[config.mk]
export PLATFORM = sky130hd
export DESIGN_NAME = intersection_sequencer_flat
export DESIGN_NICKNAME = d
export VERILOG_FILES = /design/src/rtl/intersection_sequencer_if.sv /design/src/rtl/intersection_sequencer.sv /design/src/flat_wrapper.sv
export SDC_FILE = /design/constraint.sdc
export NUM_CORES = 1
export LEC_CHECK = 0
export CORE_MARGIN = 2
export CORE_UTILIZATION = 40
export CTS_BUF_LIST = sky130_fd_sc_hd__clkbuf_8
export DETAILED_ROUTE_END_ITERATION = 8
export GPL_TIMING_DRIVEN = 0
export SETUP_SLACK_MARGIN = 0.05
export SLEW_MARGIN = 20
export SYNTH_ARGS = -nofsm -noshare
export SYNTH_HDL_FRONTEND = slang
export SYNTH_SLANG_ARGS = --single-unit
[constraint.sdc]
create_clock -name clk -period 3.1 [get_ports clk]
set_clock_uncertainty 0.2 [all_clocks]
set_input_delay 0.93 -clock clk [delete_from_list [all_inputs] [get_ports clk]]
set_output_delay 0.93 -clock clk [all_outputs]
set_load 0.02 [all_outputs]
[src/rtl/intersection_sequencer_if.sv]
// Signal bundle between the intersection sequencer and its surroundings:
// timing strobe and pedestrian button in, lamp drives and debug phase out.
interface intersection_sequencer_if;
    logic       tick;
    logic       ped_req;
    logic       ns_red;
    logic       ns_yellow;
    logic       ns_green;
    logic       ew_red;
    logic       ew_yellow;
    logic       ew_green;
    logic       walk;
    logic       ped_pending;
    logic [2:0] phase;

    modport master (
        output tick, ped_req,
        input  ns_red, ns_yellow, ns_green, ew_red, ew_yellow, ew_green,
        input  walk, ped_pending, phase
    );

    modport slave (
        input  tick, ped_req,
        output ns_red, ns_yellow, ns_green, ew_red, ew_yellow, ew_green,
        output walk, ped_pending, phase
    );
endinterface

[src/rtl/intersection_sequencer.sv]
// Two-road intersection sequencer: NS/EW signal heads, all-red clearances and
// an on-demand pedestrian walk phase, all timed in tick strobes.
module intersection_sequencer #(
    parameter int NS_GREEN_T = 10,
    parameter int EW_GREEN_T = 4,
    parameter int YELLOW_T   = 3,
    parameter int RED_T      = 1,
    parameter int WALK_T     = 5
) (
    input  logic                     clk,
    input  logic                     reset,
    intersection_sequencer_if.slave  bus
);

    typedef enum logic [2:0] {
        NS_GO   = 3'd0,
        NS_WARN = 3'd1,
        CLR_A   = 3'd2,
        WALK_A  = 3'd3,
        EW_GO   = 3'd4,
        EW_WARN = 3'd5,
        CLR_B   = 3'd6,
        WALK_B  = 3'd7
    } state_e;

    typedef struct packed {
        logic ns_red;
        logic ns_yellow;
        logic ns_green;
        logic ew_red;
        logic ew_yellow;
        logic ew_green;
        logic walk;
    } lamps_t;

    state_e     state_q, state_d;
    logic [3:0] cnt_q, cnt_d;
    logic       ped_q, ped_d;
    lamps_t     lamps_q, lamps_d;
    logic       phase_end;

    function automatic logic [3:0] dur(input state_e s);
        case (s)
            NS_GO:            dur = 4'(NS_GREEN_T);
            EW_GO:            dur = 4'(EW_GREEN_T);
            NS_WARN, EW_WARN: dur = 4'(YELLOW_T);
            CLR_A, CLR_B:     dur = 4'(RED_T);
            default:          dur = 4'(WALK_T);
        endcase
    endfunction

    function automatic logic is_walk(input state_e s);
        is_walk = (s == WALK_A) || (s == WALK_B);
    endfunction

    // Clearances branch into a walk only for requests already latched.
    function automatic state_e next_state(input state_e s, input logic ped);
        case (s)
            NS_GO:   next_state = NS_WARN;
            NS_WARN: next_state = CLR_A;
            CLR_A:   next_state = ped ? WALK_A : EW_GO;
            WALK_A:  next_state = EW_GO;
            EW_GO:   next_state = EW_WARN;
            EW_WARN: next_state = CLR_B;
            CLR_B:   next_state = ped ? WALK_B : NS_GO;
            default: next_state = NS_GO;
        endcase
    endfunction

    function automatic lamps_t decode(input state_e s);
        decode = '{ns_red: 1'b1, ew_red: 1'b1, default: 1'b0};
        case (s)
            NS_GO:   begin decode.ns_red = 1'b0; decode.ns_green  = 1'b1; end
            NS_WARN: begin decode.ns_red = 1'b0; decode.ns_yellow = 1'b1; end
            EW_GO:   begin decode.ew_red = 1'b0; decode.ew_green  = 1'b1; end
            EW_WARN: begin decode.ew_red = 1'b0; decode.ew_yellow = 1'b1; end
            WALK_A, WALK_B: decode.walk = 1'b1;
            default: ;
        endcase
    endfunction

    // NOTE: every variable gets its hold value first so no path leaves it unassigned (no latch).
    always_comb begin
        state_d   = state_q;
        cnt_d     = cnt_q;
        ped_d     = ped_q;
        phase_end = bus.tick && (cnt_q == dur(state_q) - 4'd1);

        if (bus.ped_req && !is_walk(state_q)) begin
            ped_d = 1'b1;
        end

        if (phase_end) begin
            state_d = next_state(state_q, ped_q);
            cnt_d   = '0;
            // Entering a walk serves the request and beats a same-edge press.
            if (is_walk(state_d)) begin
                ped_d = 1'b0;
            end
        end else if (bus.tick) begin
            cnt_d = cnt_q + 4'd1;
        end

        lamps_d = decode(state_d);
    end

    // NOTE: state uses non-blocking assignments so all flops update from pre-edge values.
    always_ff @(posedge clk) begin
        if (reset) begin
            state_q <= CLR_B;
            cnt_q   <= '0;
            ped_q   <= 1'b0;
            lamps_q <= decode(CLR_B);
        end else begin
            state_q <= state_d;
            cnt_q   <= cnt_d;
            ped_q   <= ped_d;
            lamps_q <= lamps_d;
        end
    end

    assign bus.ns_red      = lamps_q.ns_red;
    assign bus.ns_yellow   = lamps_q.ns_yellow;
    assign bus.ns_green    = lamps_q.ns_green;
    assign bus.ew_red      = lamps_q.ew_red;
    assign bus.ew_yellow   = lamps_q.ew_yellow;
    assign bus.ew_green    = lamps_q.ew_green;
    assign bus.walk        = lamps_q.walk;
    assign bus.ped_pending = ped_q;
    assign bus.phase       = state_q;

endmodule

[src/flat_wrapper.sv]
// flat-port wrapper written by rule: the top's interface ports become plain ports
module intersection_sequencer_flat 
#(
    parameter int NS_GREEN_T = 10,
    parameter int EW_GREEN_T = 4,
    parameter int YELLOW_T   = 3,
    parameter int RED_T      = 1,
    parameter int WALK_T     = 5
)
  (clk, reset, bus_tick, bus_ped_req, bus_ns_red, bus_ns_yellow, bus_ns_green, bus_ew_red, bus_ew_yellow, bus_ew_green, bus_walk, bus_ped_pending, bus_phase);
  intersection_sequencer_if bus_i ();
  input  logic clk;
  input  logic reset;
  input wire logic [$bits(bus_i.tick)-1:0] bus_tick;
  input wire logic [$bits(bus_i.ped_req)-1:0] bus_ped_req;
  output wire logic [$bits(bus_i.ns_red)-1:0] bus_ns_red;
  output wire logic [$bits(bus_i.ns_yellow)-1:0] bus_ns_yellow;
  output wire logic [$bits(bus_i.ns_green)-1:0] bus_ns_green;
  output wire logic [$bits(bus_i.ew_red)-1:0] bus_ew_red;
  output wire logic [$bits(bus_i.ew_yellow)-1:0] bus_ew_yellow;
  output wire logic [$bits(bus_i.ew_green)-1:0] bus_ew_green;
  output wire logic [$bits(bus_i.walk)-1:0] bus_walk;
  output wire logic [$bits(bus_i.ped_pending)-1:0] bus_ped_pending;
  output wire logic [$bits(bus_i.phase)-1:0] bus_phase;
  assign bus_i.tick = bus_tick;
  assign bus_i.ped_req = bus_ped_req;
  assign bus_ns_red = bus_i.ns_red;
  assign bus_ns_yellow = bus_i.ns_yellow;
  assign bus_ns_green = bus_i.ns_green;
  assign bus_ew_red = bus_i.ew_red;
  assign bus_ew_yellow = bus_i.ew_yellow;
  assign bus_ew_green = bus_i.ew_green;
  assign bus_walk = bus_i.walk;
  assign bus_ped_pending = bus_i.ped_pending;
  assign bus_phase = bus_i.phase;
  intersection_sequencer #(.NS_GREEN_T(NS_GREEN_T), .EW_GREEN_T(EW_GREEN_T), .YELLOW_T(YELLOW_T), .RED_T(RED_T), .WALK_T(WALK_T)) u_core (.clk(clk), .reset(reset), .bus(bus_i));
endmodule
Word-level counts from Yosys, hierarchy flattened
Index checks and enable logic that the tools add are counted.
- flip-flop bits (word level): 15
- input port bits: 4
- logic and storage cells: 56
- add/sub/neg operators: 2
- eq/ne operators: 15
- mux-type cells: 16
- reduce and logical (&&, ||, !) cells: 13
- operator list (kind ; number):
    3-bit == test, second input constant ; 8
    3-bit one-hot mux with 7 select lines ; 1
    4-bit one-hot mux with 4 select lines ; 1
    3-bit by 2-bit == test with 1-bit output, second input constant ; 4
    3-bit two-way mux ; 4
    2-bit OR reduction ; 6
    1-bit two-way mux ; 10
    3-bit by 1-bit == test with 1-bit output, second input constant ; 2
    3-bit logical NOT ; 2
    4-bit by 1-bit adder with 4-bit output, second input constant ; 1
    4-bit == test ; 1
    4-bit by 1-bit subtractor with 4-bit output, second input constant ; 1
    1-bit logical AND ; 2
    1-bit logical OR ; 2
    1-bit logical NOT ; 1

Depth between registers and ports, before layout
Gate-level depths: netlist of run 1.
- word-level depth: 11
- depth in mapped cells: 7

Worst setup path before layout of run 1
OpenSTA, ideal clock, no wires.
- kind: input -> register
- start: input reset
- end: register u_core.state_q[0] (netlist: u_core.bus.phase[0])
- data arrival time: 1.663 ns
- data required time: 2.779 ns
- setup slack: 1.116 ns
- stages: 4
- path buffers: 1
- cell sequence: clkbuf_1 > inv_1 > o211a_1 > mux2_2
- RTL lines (what ; RTL line ; RTL):
    start: declaration ; flat_wrapper.sv:13 ; input logic reset;
    end signal: assignment ; intersection_sequencer.sv:115 ; state_q <= state_d;
    end: declaration ; intersection_sequencer.sv:36 ; state_e state_q, state_d;

Worst setup path after layout of run 1
- start: register u_core.state_q[1] (netlist: u_core.bus.phase[1])
- end: output bus_phase[1]
- RTL lines (what ; RTL line ; RTL):
    end: declaration ; flat_wrapper.sv:24 ; output wire logic [$bits(bus_i.phase)-1:0] bus_phase;
No word-level cell between the ends.

==> reports/results.ini, run 1 <==
[global_routing]
grt_util_met2=0.194
grt_antenna_before_repair=0
grt-ovfl-total=0
track_usage=0.136
grt_busiest_layer=met2
grtUsageMet1=0.181
grtUsageMet3=0.0353
grt_pass1_wl_um=2000
grt_pass1_vias=479
grt_max_degree=11

[logic_synthesis]
async_flop_share=0
synth_top_area_cell=dfxtp_1
yosysTopAreaCellShare=0.415
synth.distinct_cells=36
avgSynthCellArea_sq_um=9.64
synth-edff-count=0
syn_area_sq_um=723
yosysSeqAreaShare=0.415
synth_seq_cells=15
synth_fp_nets=80
yosys_warnings=0
synth_flop_cell=dfxtp_1
synth_cells=75
yosys-top-cells-area=dfxtp_1 (42%), mux2i_1 (6.9%), nor2_1 (3.6%), buf_6 (3.1%), nor3_1 (2.8%)

[clocking]
cts.clk_slew.worst_paths_ns=0.06
cts_setup_buffers=0
cts_hold_buf=0
clk_path_buf_depth=2
clock_tree.root_cell=clkbuf_8
numCtsBuffers=3
htree_levels=1
clock_latency_ns=0.24
cts_tree=built
post_cts_resized=0
cts.sinks=15

[critical_path]
cp_max_fo=9
cp-end-kind=output pin
rrSetupSlack_ns=1.22
cp_top_family=buffers and inverters
cp_num_buf_inv=1
startpoint_type=flip-flop
worst_path_largest_cell_delay_ns=0.67
rr_startpoint=u_core.bus.phase[1]
worstPathRequired_ns=1.97
worstPathCellList=clkdlybuf4s50_1
critical_path_class=reg -> out
r2r_cells=5
crit_arrival_ns=1.41
reg2reg_to=u_core.bus.phase[0]
crit_slowest_cell=clkdlybuf4s50_1

[drt]
drcViolationCount=0
drt-initial-drc-count=21
wl_per_cell_um=11.3
dr.pass1.iters=4
dr_total_vias=572
wl_um=1310
viasPerCell=4.93
drt.antenna.violating_nets=0

[min_path]
worstHoldStart=u_core.bus.ped_pending
min_to=u_core.bus.ped_pending
hold_depth=1
hold_class=reg -> reg

[place]
hpwlAfterDp_um=919
globalplace.congestion=0.761
port_buffers=12
dp_cells=112

[floorplan]
fp.dieH_um=46.5
start_util=0.423
num_io_pins=15
die_x_um=46.5
die_area_sq_mm=0.00216
core.rowCount=15
core_sq_mm=0.00171

[job]
maxCapViolations=0

[timing]
tightest_slew_ns=0.394
min_period_over_period=0.820
final-setup-viol-count=0
holdWs_ns=0.334
min_period_ns=2.54
rsz0062_at_grt=false
maxSlewViolCount=0
maxSlewHeadroom=0.737
timing.setup.tns_ns=0
max_freq_mhz=393
finalHoldViolCount=0

[final_layout]
stdcell_count=116
nets=97
antenna_cells=0
area_growth_syn_to_layout_pct=27.3
regArea_sq_um=300
drive_gt1_frac=0.176
filler_cell_count=151
multi_input_comb_area_sq_um=365

[power_and_ir_drop]
swShare=0.340
seqPwrFrac=0.375
p_int_uw=448
power.share.clock=0.232
p_comb_frac=0.393
p_sw_uw=231
power_density_mw_per_mm2=738
peakVddDrop_mv=0.379
p_leak_uw=0.000354

[status]
status=completed

synth_stat cells (all sizes together) (2+ instances only):
library cell  number
mux2i              5
nand3              3
xor2               2
nor2               7
inv                3
nor2b              2
dfxtp             15
o2bb2ai            2
nand4              2
nand2              3
nand3b             2
o21ai              3
a22oi              2
buf                4
nor3               4
cell type report:
| type | count | area share |
|---|---|---|
| tap | 25 | 0.0340 |
| multi-input combinational | 52 | 0.397 |
| buffer | 5 | 0.0503 |
| inverter | 3 | 0.0122 |
| timing repair buffer | 12 | 0.130 |
| sequential | 15 | 0.326 |
| clock buffer | 3 | 0.0448 |
| clock inverter | 1 | 0.00543 |
layer usage:
layer,up-vias,share of wire,routed length (um)
li1,303,-,-
met1,254,0.49,641
met2,13,0.46,601
met3,2,0.043,56
met4,0,0.011,15
met5,-,0,0
sequential cells by signal, summed over array words and instances, names as in the netlist:
name / flops
u_core.bus.ew_yellow: 1
u_core.bus.ew_green: 1
u_core.cnt_q: 4
u_core.bus.ped_pending: 1
u_core.bus.ns_green: 1
u_core.bus.ew_red: 1
u_core.bus.ns_yellow: 1
u_core.bus.walk: 1
u_core.bus.phase: 3
u_core.bus.ns_red: 1
logic make-up after synthesis:
kind of cell	count (synthesis)	share of synthesized area
compound gates	14	0.149
flops	15	0.415
fa+ha+maj	2	0.0329
buf+inv	8	0.0796
simple gates	27	0.202
mux	6	0.0848
xor+xnor	3	0.0363
power groups by stage:
stage | registers [uW] | logic (uW) | clock network, uW
floorplan | 286 | 158 | 0
global placement | 257 | 265 | 0
detailed placement | 259 | 267 | 0
CTS | 254 | 269 | 161
global route | 259 | 286 | 174
finish | 255 | 267 | 157
layout by cell type, fill, tap and decap left out, drive strengths merged:
cell type / n
dfxtp: 15
clkdlybuf4s50: 12
nor2: 7
mux2i: 5
nor3: 4
clkbuf: 4
buf: 4
nand3: 3
nand2: 3
inv: 3
o21ai: 3
nand3b: 2
nor2b: 2
o2bb2ai: 2
xor2: 2
a22oi: 2
nand4: 2
o211a: 1
maj3: 1
nand2b: 1
o21ba: 1
a2bb2oi: 1
and3: 1
mux2: 1
a21oi: 1
and4: 1
a41oi: 1
or3: 1
o211ai: 1
a31oi: 1
xnor2: 1
ha: 1
clkinv: 1
worst max-delay path by stage:
stage | start | endpoint | slack (ns) | cells after the start
floorplan | reset | u_core.bus.phase[0] | 1.12 | 4
global placement | u_core.bus.phase[1] | bus_phase[1] | 0.84 | 1
detailed placement | u_core.bus.phase[1] | bus_phase[1] | 0.83 | 1
CTS | u_core.bus.phase[1] | bus_phase[1] | 0.56 | 1
global route | u_core.bus.phase[1] | bus_phase[1] | 0.52 | 1
finish | u_core.bus.phase[1] | bus_phase[1] | 0.56 | 1
stage by stage:
step	worst slack, ns	power [uW]	cell area (sq um)	util
global placement	0.844	522	875	0.512
CTS	0.560	684	921	0.539
detailed placement	0.828	526	875	0.512
finish	0.558	680	921	0.539
floorplan	1.12	444	723	-
global route	0.516	720	921	0.539
Note: power is estimated with default switching activity, not from simulation.
==> run 2, diff against run 1 <==
Clock period 3.1 ns to 2.6 ns, I/O delays scaled along.
==> results of run 2 <==
The final DEF is identical to that of run 1. Status: completed.
Among the figures that moved: setup slack after placement 0.828 ns -> 0.478 ns; setup slack after layout 0.558 ns -> 0.208 ns; register-to-register setup slack 1.22 ns -> 0.72 ns; total power 680 uW -> 810 uW; worst IR drop on VDD 0.379 mV -> 0.452 mV
